===== config.mk =====
export PLATFORM = sky130hd
export DESIGN_NAME = action_sequencer_flat
export DESIGN_NICKNAME = d
export VERILOG_FILES = /design/src/rtl/action_sequencer_if.sv /design/src/rtl/action_sequencer.sv /design/src/flat_wrapper.sv
export SDC_FILE = /design/constraint.sdc
export NUM_CORES = 1
export LEC_CHECK = 0
export CORE_UTILIZATION = 46
export DETAILED_ROUTE_END_ITERATION = 8
export GPL_TIMING_DRIVEN = 0
export PLACE_DENSITY_LB_ADDON = 0.3
export REMOVE_ABC_BUFFERS = 1
export SYNTH_ARGS = -nofsm -noshare
export SYNTH_HDL_FRONTEND = slang
export SYNTH_SLANG_ARGS = --single-unit

===== constraint.sdc =====
create_clock -name clk -period 2.1 [get_ports clk]
set_input_delay 0.525 -clock clk [delete_from_list [all_inputs] [get_ports clk]]
set_output_delay 0.525 -clock clk [all_outputs]
set_load 0.02 [all_outputs]

===== src/rtl/action_sequencer_if.sv =====
// action_sequencer_if: frame-tick, control and command signals between game logic and the action sequencer
interface action_sequencer_if;
  logic       SCEN;
  logic       btn_left;
  logic       btn_right;
  logic       btn_jump;
  logic       btn_attack;
  logic       btn_block;
  logic       jump_active;
  logic       hit_in;
  logic       move_left;
  logic       move_right;
  logic       jump;
  logic       attack_active;
  logic       block_active;
  logic [2:0] state;
  logic       busy;
  modport master (
    output SCEN, btn_left, btn_right, btn_jump, btn_attack, btn_block, jump_active, hit_in,
    input  move_left, move_right, jump, attack_active, block_active, state, busy
  );
  modport slave (
    input  SCEN, btn_left, btn_right, btn_jump, btn_attack, btn_block, jump_active, hit_in,
    output move_left, move_right, jump, attack_active, block_active, state, busy
  );
endinterface


===== src/rtl/action_sequencer.sv =====
// action_sequencer: frame-ticked character action FSM (move, jump, attack, block, hit-stun)
module action_sequencer #(
  parameter int ATK_STARTUP = 3,
  parameter int ATK_ACTIVE  = 4,
  parameter int ATK_RECOVER = 6,
  parameter int STUN_FRAMES = 10,
  parameter int CNT_WIDTH   = 5
) (
  input logic clk,
  input logic reset,
  action_sequencer_if.slave a
);
  typedef enum logic [2:0] {
    IDLE    = 3'd0,
    JUMP    = 3'd1,
    ATK_SU  = 3'd2,
    ATK_ACT = 3'd3,
    ATK_REC = 3'd4,
    BLOCK   = 3'd5,
    STUN    = 3'd6,
    BAD     = 3'd7
  } state_t;
  state_t st, nxt;
  logic [CNT_WIDTH-1:0] cnt, cnt_nxt;
  logic jmp_q, atk_q;
  logic jmp_edge, atk_edge, dir_l, dir_r;
  logic ml_n, mr_n, j_n;
  logic cnt_zero;
  assign jmp_edge = a.btn_jump & ~jmp_q;
  assign atk_edge = a.btn_attack & ~atk_q;
  assign dir_l    = a.btn_left & ~a.btn_right;
  assign dir_r    = a.btn_right & ~a.btn_left;
  assign cnt_zero = cnt == '0;
  assign a.state  = st;
  // next state, counter and per-frame move/jump commands; hit preempts everything except a guard
  always_comb begin
    nxt     = st;
    cnt_nxt = cnt_zero ? '0 : cnt - CNT_WIDTH'(1);
    ml_n    = 1'b0;
    mr_n    = 1'b0;
    j_n     = 1'b0;
    if (a.hit_in && st != BLOCK) begin
      nxt     = STUN;
      cnt_nxt = CNT_WIDTH'(STUN_FRAMES - 1);
    end else begin
      case (st)
        IDLE: begin
          cnt_nxt = '0;
          if (atk_edge) begin
            nxt     = ATK_SU;
            cnt_nxt = CNT_WIDTH'(ATK_STARTUP - 1);
          end else if (jmp_edge) begin
            nxt     = JUMP;
            cnt_nxt = CNT_WIDTH'(1);
            j_n     = 1'b1;
            ml_n    = dir_l;
            mr_n    = dir_r;
          end else if (a.btn_block) begin
            nxt = BLOCK;
          end else begin
            ml_n = dir_l;
            mr_n = dir_r;
          end
        end
        JUMP:    nxt = (cnt_zero && !a.jump_active) ? IDLE : JUMP;
        ATK_SU: begin
          nxt     = cnt_zero ? ATK_ACT : ATK_SU;
          cnt_nxt = cnt_zero ? CNT_WIDTH'(ATK_ACTIVE - 1) : cnt_nxt;
        end
        ATK_ACT: begin
          nxt     = cnt_zero ? ATK_REC : ATK_ACT;
          cnt_nxt = cnt_zero ? CNT_WIDTH'(ATK_RECOVER - 1) : cnt_nxt;
        end
        ATK_REC: nxt = cnt_zero ? IDLE : ATK_REC;
        STUN:    nxt = cnt_zero ? IDLE : STUN;
        BLOCK: begin
          nxt     = a.btn_block ? BLOCK : IDLE;
          cnt_nxt = '0;
        end
        default: begin
          nxt     = IDLE;
          cnt_nxt = '0;
        end
      endcase
    end
  end
  // state, counter, edge history and registered outputs advance only on frame ticks
  always_ff @(posedge clk or posedge reset) begin
    if (reset) begin
      st              <= IDLE;
      cnt             <= '0;
      jmp_q           <= 1'b0;
      atk_q           <= 1'b0;
      a.move_left     <= 1'b0;
      a.move_right    <= 1'b0;
      a.jump          <= 1'b0;
      a.attack_active <= 1'b0;
      a.block_active  <= 1'b0;
      a.busy          <= 1'b0;
    end else if (a.SCEN) begin
      st              <= nxt;
      cnt             <= cnt_nxt;
      jmp_q           <= a.btn_jump;
      atk_q           <= a.btn_attack;
      a.move_left     <= ml_n;
      a.move_right    <= mr_n;
      a.jump          <= j_n;
      a.attack_active <= nxt == ATK_ACT;
      a.block_active  <= nxt == BLOCK;
      a.busy          <= nxt != IDLE;
    end
  end
endmodule


===== src/flat_wrapper.sv =====
// flat-port wrapper written by rule: the top's interface ports become plain ports
module action_sequencer_flat 
#(
  parameter int ATK_STARTUP = 3,
  parameter int ATK_ACTIVE  = 4,
  parameter int ATK_RECOVER = 6,
  parameter int STUN_FRAMES = 10,
  parameter int CNT_WIDTH   = 5
)
  (clk, reset, a_SCEN, a_btn_left, a_btn_right, a_btn_jump, a_btn_attack, a_btn_block, a_jump_active, a_hit_in, a_move_left, a_move_right, a_jump, a_attack_active, a_block_active, a_state, a_busy);
  action_sequencer_if a_i ();
  input logic clk;
  input logic reset;
  input wire logic [$bits(a_i.SCEN)-1:0] a_SCEN;
  input wire logic [$bits(a_i.btn_left)-1:0] a_btn_left;
  input wire logic [$bits(a_i.btn_right)-1:0] a_btn_right;
  input wire logic [$bits(a_i.btn_jump)-1:0] a_btn_jump;
  input wire logic [$bits(a_i.btn_attack)-1:0] a_btn_attack;
  input wire logic [$bits(a_i.btn_block)-1:0] a_btn_block;
  input wire logic [$bits(a_i.jump_active)-1:0] a_jump_active;
  input wire logic [$bits(a_i.hit_in)-1:0] a_hit_in;
  output wire logic [$bits(a_i.move_left)-1:0] a_move_left;
  output wire logic [$bits(a_i.move_right)-1:0] a_move_right;
  output wire logic [$bits(a_i.jump)-1:0] a_jump;
  output wire logic [$bits(a_i.attack_active)-1:0] a_attack_active;
  output wire logic [$bits(a_i.block_active)-1:0] a_block_active;
  output wire logic [$bits(a_i.state)-1:0] a_state;
  output wire logic [$bits(a_i.busy)-1:0] a_busy;
  assign a_i.SCEN = a_SCEN;
  assign a_i.btn_left = a_btn_left;
  assign a_i.btn_right = a_btn_right;
  assign a_i.btn_jump = a_btn_jump;
  assign a_i.btn_attack = a_btn_attack;
  assign a_i.btn_block = a_btn_block;
  assign a_i.jump_active = a_jump_active;
  assign a_i.hit_in = a_hit_in;
  assign a_move_left = a_i.move_left;
  assign a_move_right = a_i.move_right;
  assign a_jump = a_i.jump;
  assign a_attack_active = a_i.attack_active;
  assign a_block_active = a_i.block_active;
  assign a_state = a_i.state;
  assign a_busy = a_i.busy;
  action_sequencer #(.ATK_STARTUP(ATK_STARTUP), .ATK_ACTIVE(ATK_ACTIVE), .ATK_RECOVER(ATK_RECOVER), .STUN_FRAMES(STUN_FRAMES), .CNT_WIDTH(CNT_WIDTH)) u_core (.clk(clk), .reset(reset), .a(a_i));
endmodule

## After elaboration in Yosys (flattened, before gate mapping)

Index checks and enable logic that the tools add are counted.
W data, S select, Z words.

| operators by class | value |
|---|---|
| add/sub/neg operators | 1 |
| eq/ne operators | 9 |
| multiplexer cells | 32 |
| bitwise logic cells | 8 |
| reductions and logical operators | 7 |

Operator list:

| cell | count |
|---|---|
| $mux W5 | 5 |
| $mux W3 | 8 |
| $pmux W3 S7 | 1 |
| $pmux W5 S4 | 1 |
| $mux W1 | 17 |
| $eq A3 B3 Y1 const B | 4 |
| $eq A3 B2 Y1 const B | 3 |
| $logic_not A5 Y1 | 1 |
| $sub A5 B1 Y5 const B | 1 |
| $and A1 B1 Y1 | 4 |
| $not A1 Y1 | 4 |
| $eq A3 B1 Y1 const B | 1 |
| $logic_not A3 Y1 | 1 |
| $ne A3 B3 Y1 const B | 1 |
| $reduce_bool A3 Y1 | 1 |
| $reduce_or A3 Y1 | 1 |
| $logic_and A1 B1 Y1 | 2 |
| $logic_not A1 Y1 | 1 |

| word-level totals | value |
|---|---|
| flip-flop bits (word level) | 16 |
| bits of input ports | 10 |
| output and inout bits | 9 |
| word-level logic and storage cells | 67 |

## Depth between registers and ports, before layout

| logic depth | value |
|---|---|
| depth after elaboration | 7 |
| mapped depth | 8 |
| mapped depth without buffers | 7 |

## Worst setup path before layout

No wires, ideal clock.

| path | value |
|---|---|
| kind | reg-to-reg |
| start point | reg u_core.cnt[0] |
| end point | reg u_core.a.block_active |
| setup time | 0.122 ns |
| arrival | 2.078 ns |
| data required time | 1.978 ns |
| setup slack | -0.099 ns |
| cell stages (with the launch flop) | 9 |
| buffers on the path | 1 |
| clock period less this slack | 2.199 ns |
| cell sequence | dfrtp_1 inv_1 ha_1 or4b_1 buf_6 a211oi_4 nor4_2 a2111o_1 a32o_1 |

| between the ends | value |
|---|---|
| cells in the longest elaborated chain, start to end | 6 |
| elaborated cells on any way between the ends | 10 |
| classes of those cells | 1 x eq/ne; 7 x mux; 2 x reduce/logical |

Ends and longest elaborated chain:

| item | line | text |
|---|---|---|
| start: declaration | action_sequencer.sv:24 | `logic [CNT_WIDTH-1:0] cnt, cnt_nxt;` |
| start signal: assignment | action_sequencer.sv:102 | `cnt <= cnt_nxt;` |
| $logic_not A5 Y1 * | action_sequencer.sv:33 | `assign cnt_zero = cnt == '0;` |
| $logic_and A1 B1 Y1 | action_sequencer.sv:65 | `JUMP: nxt = (cnt_zero && !a.jump_active) ? IDLE : JUMP;` |
| $mux W1 | action_sequencer.sv:65 |  |
| $pmux W3 S7 * | action_sequencer.sv:46 | `case (st)` |
| $mux W3 * | action_sequencer.sv:42 | `if (a.hit_in && st != BLOCK) begin` |
| $eq A3 B3 Y1 * | action_sequencer.sv:109 | `a.block_active <= nxt == BLOCK;` |
| end signal: assignment | action_sequencer.sv:98 | `a.block_active <= 1'b0;` |
| end signal: assignment | action_sequencer.sv:109 |  |
| end: declaration | action_sequencer_if.sv:24 | `output move_left, move_right, jump, attack_active, block_active, state, busy` |

Every way passes the cells marked *; elsewhere a longest branch is shown, timed or not.
A chain may end at the register's enable or synchronous reset.

## Worst setup path after layout

Ends and elaborated chain as after synthesis.

==> flow_summary.yaml <==
outcome:
  status: "finished clean"
floorplanning:
  start_util_pct: 50.2
  pin_count: 19
  chipHeight_um: 49.0
  die_area_um2: 2400
  die_x_um: 49.0
  rows: 16
  core_area_um2: 2020
setup_path:
  endpoint: "u_core.a.block_active$_DFFE_PP0P_"
  worst-r2r-setup-slack_ns: 0.05
  critPathCaptureType: "register"
  ff2ff_path_depth: 7
  cp_slowest_cell: "or4b_4"
  crit_chain: "inv_2, ha_4, or4b_4, a211oi_4, nor4_2, a2111o_1, a32o_2"
  worst-path-buf-inv: 1
  cp_max_fo: 3
  crit_arrival_ns: 2.24
  crit_type: "register to register"
  r2r-start: "u_core.cnt[0]$_DFFE_PP0P_"
  worst_setup_path_start_kind: "register"
  cp_top_family: "compound AO/OA/AOI/OAI gates"
  r2r-end: "u_core.a.block_active$_DFFE_PP0P_"
  worstSetupStartpoint: "u_core.cnt[0]$_DFFE_PP0P_"
  cp_slowest_stage_delay_ns: 0.49
  cp_data_required_time_ns: 2.29
  cp.depth: 7
power_and_ir_drop:
  p_leak_nw: 0.542
  ir_drop_v: 0.000651
  powerDensity_nw_per_um2: 975
  power_w: 0.00129
drt:
  ant_nets: 0
  avgRoutedWirePerCell_um: 15.6
  vias: 923
  firstDrtPassIters: 4
  drtIter0Drc: 23
  drc_errors: 0
  vias_per_cell: 5.88
  wl_um: 2440
global_routing:
  grt_max_degree: 18
  grt_pass1_vias: 882
  grtUsageMet2_pct: 37.5
  grt_overflow_total: 0
  gr-usage-met1_pct: 28.9
  grt_pass1_wl_um: 4120
  top_usage_layer: "met2"
  antenna_found_initial: 0
  use_met3_pct: 5.61
  grt_usage_pct: 22.9
synthesis:
  synth_top_area_cell: "dfrtp_1"
  seq_area_frac_synth_pct: 39.4
  synth_edf_count: 0
  synth_flop_cell: "dfrtp_1"
  synthCells: 108
  synthArstFlopShare_pct: 100
  synthTopCellsByArea: "dfrtp_1 (39%), mux2_2 (5.5%), nor2_1 (3.7%)"
  yosys_warnings: 0
  avgSynthCellArea_um2: 9.41
  synth.top_cell.area_share_pct: 39.4
  synth_area_um2: 1020
  synth.distinct_cells: 44
  ys_ff_latch: 16
finish:
  layout-drive-gt1-share_pct: 23.1
  final_cell_mix: "clkdlybuf4s50_1 (17), dfrtp_1 (13), nor2_1 (10), nand2_1 (6), buf_4 (6)"
  fin_nets: 142
  antennaDiodeCount: 0
  syn_to_final_growth_pct: 30.5
  final_common_cell: "clkdlybuf4s50_1"
  fillers: 170
  final_util_pct: 65.6
clock_tree:
  clockBufferDepth: 2
  cts.sinks: 16
  cts_buffers: 3
  cts_root_buf: "clkbuf_4"
  cts_hold_buf: 0
  cts_tree: "built"
  clk_pin_slew_ns: 0.09
  clk_latency_ns: 0.29
  h-tree-depth: 1
sta:
  tightest_slew_ns: 0.685
  maxSlewViolCount: 0
  max_freq_mhz: 488
  finalHoldViolCount: 0
  whs_ns: 0.490
  fin_setup_tns_ns: 0
  fin_crit_sh_pct: 97.7
  rsz0062_at_grt: "false"
  clock_skew_ns: 0.00512
  setup-violations-final: 0
  relSlewSlack_pct: 54.3
  layout_min_cycle_time_ns: 2.05
  worst_slack_ns: 0.0492
place:
  pre_cts_ws_ns: -0.456
  portBuffers: 18
  place_congestion: 0.881
  dpl.hpwl_um: 1590
run:
  cap_violations: 0
min_path:
  hold_class: "register to register"
==> metal layers <==
layer | part of all wire, % | vias to the layer above
li1 | - | 449
met1 | 42 | 434
met2 | 51 | 36
met3 | 6.2 | 4
met4 | 0.94 | 0
met5 | 0 | -
==> synth_stat cells, drive strengths merged, types with 3 or more instances <==
library cell and count:
dfrtp 16, nor2 10, inv 6, nand2 6, o21ai 6, a21oi 5, clkbuf 5, mux2 5
nand3 4, nand2b 3, o2bb2ai 3, or3 3
==> worst reg2reg max path, stage by stage, from the launching register on <==
cell and delay [ns]:
dfrtp_1 0.40, inv_2 0.08, ha_4 0.13, or4b_4 0.49, a211oi_4 0.18, nor4_2 0.07, a2111o_1 0.33, a32o_2 0.26
==> per-stage QoR <==
step	cells	instance area, um^2
detailed placement	147	1200
finish	157	1330
floorplan	102	986
global placement	147	1200
global route	157	1330
CTS	155	1280
==> final cells by class <==
type / count / area, um^2 / share of cell area [%]
multi-input cells: 79 / 598 / 45.1
flip-flops and latches: 16 / 404 / 30.5
repair buffers: 24 / 224 / 16.9
clock buffers: 4 / 36.3 / 2.74
well taps: 27 / 33.8 / 2.55
inverters: 7 / 30.0 / 2.26
==> state kept, by name (all words and copies together) (netlist names) <==
signal and count:
u_core.a.attack_active 1, u_core.a.jump 1, u_core.a.move_left 1, u_core.a.block_active 1, u_core.a.busy 1, u_core.atk_q 1
u_core.jmp_q 1, u_core.cnt 5, u_core.a.move_right 1, u_core.a.state 3
==> repair_timing <==
action                     in CTS  in global routing
setup endpoints to repair      12                  8
resized for setup               8                  8
setup buffers                   4                  2
hold endpoints to repair        0                  0
pin swaps                       3                  2
==> kinds of logic (layout without fill, tap and decap cells) <==
family	after synthesis	after routing	share of synthesized area [%]
compound gates	35	35	27.6
fa+ha+maj	1	1	1.23
buf+inv	13	35	5.54
flops	16	16	39.4
mux	6	6	6.53
simple gates	37	37	19.7
==> power by group <==
part | switching (W) | internal, W | total, W
registers | 0.000116 | 0.000368 | 0.000485
logic | 0.000287 | 0.000318 | 0.000604
clock network | 0.0000982 | 0.000106 | 0.000204
total | 0.000501 | 0.000792 | 0.00129
==> how the worst min path moves through the flow <==
stage                     cells past startpoint  slack (ns)                                 end                            start
final                                         1        0.49     u_core.a.move_right$_DFFE_PP0P_  u_core.a.move_right$_DFFE_PP0P_
after CTS                                     1        0.50     u_core.a.move_right$_DFFE_PP0P_  u_core.a.move_right$_DFFE_PP0P_
after floorplan                               1        0.44  u_core.a.attack_active$_DFFE_PP0P_                            reset
after global routing                          1        0.53            u_core.jmp_q$_DFFE_PP0P_         u_core.jmp_q$_DFFE_PP0P_
after detailed placement                      1        0.48     u_core.a.move_right$_DFFE_PP0P_  u_core.a.move_right$_DFFE_PP0P_
after global placement                        1        0.47     u_core.a.move_right$_DFFE_PP0P_  u_core.a.move_right$_DFFE_PP0P_
Power figures use the tool's default switching activity.
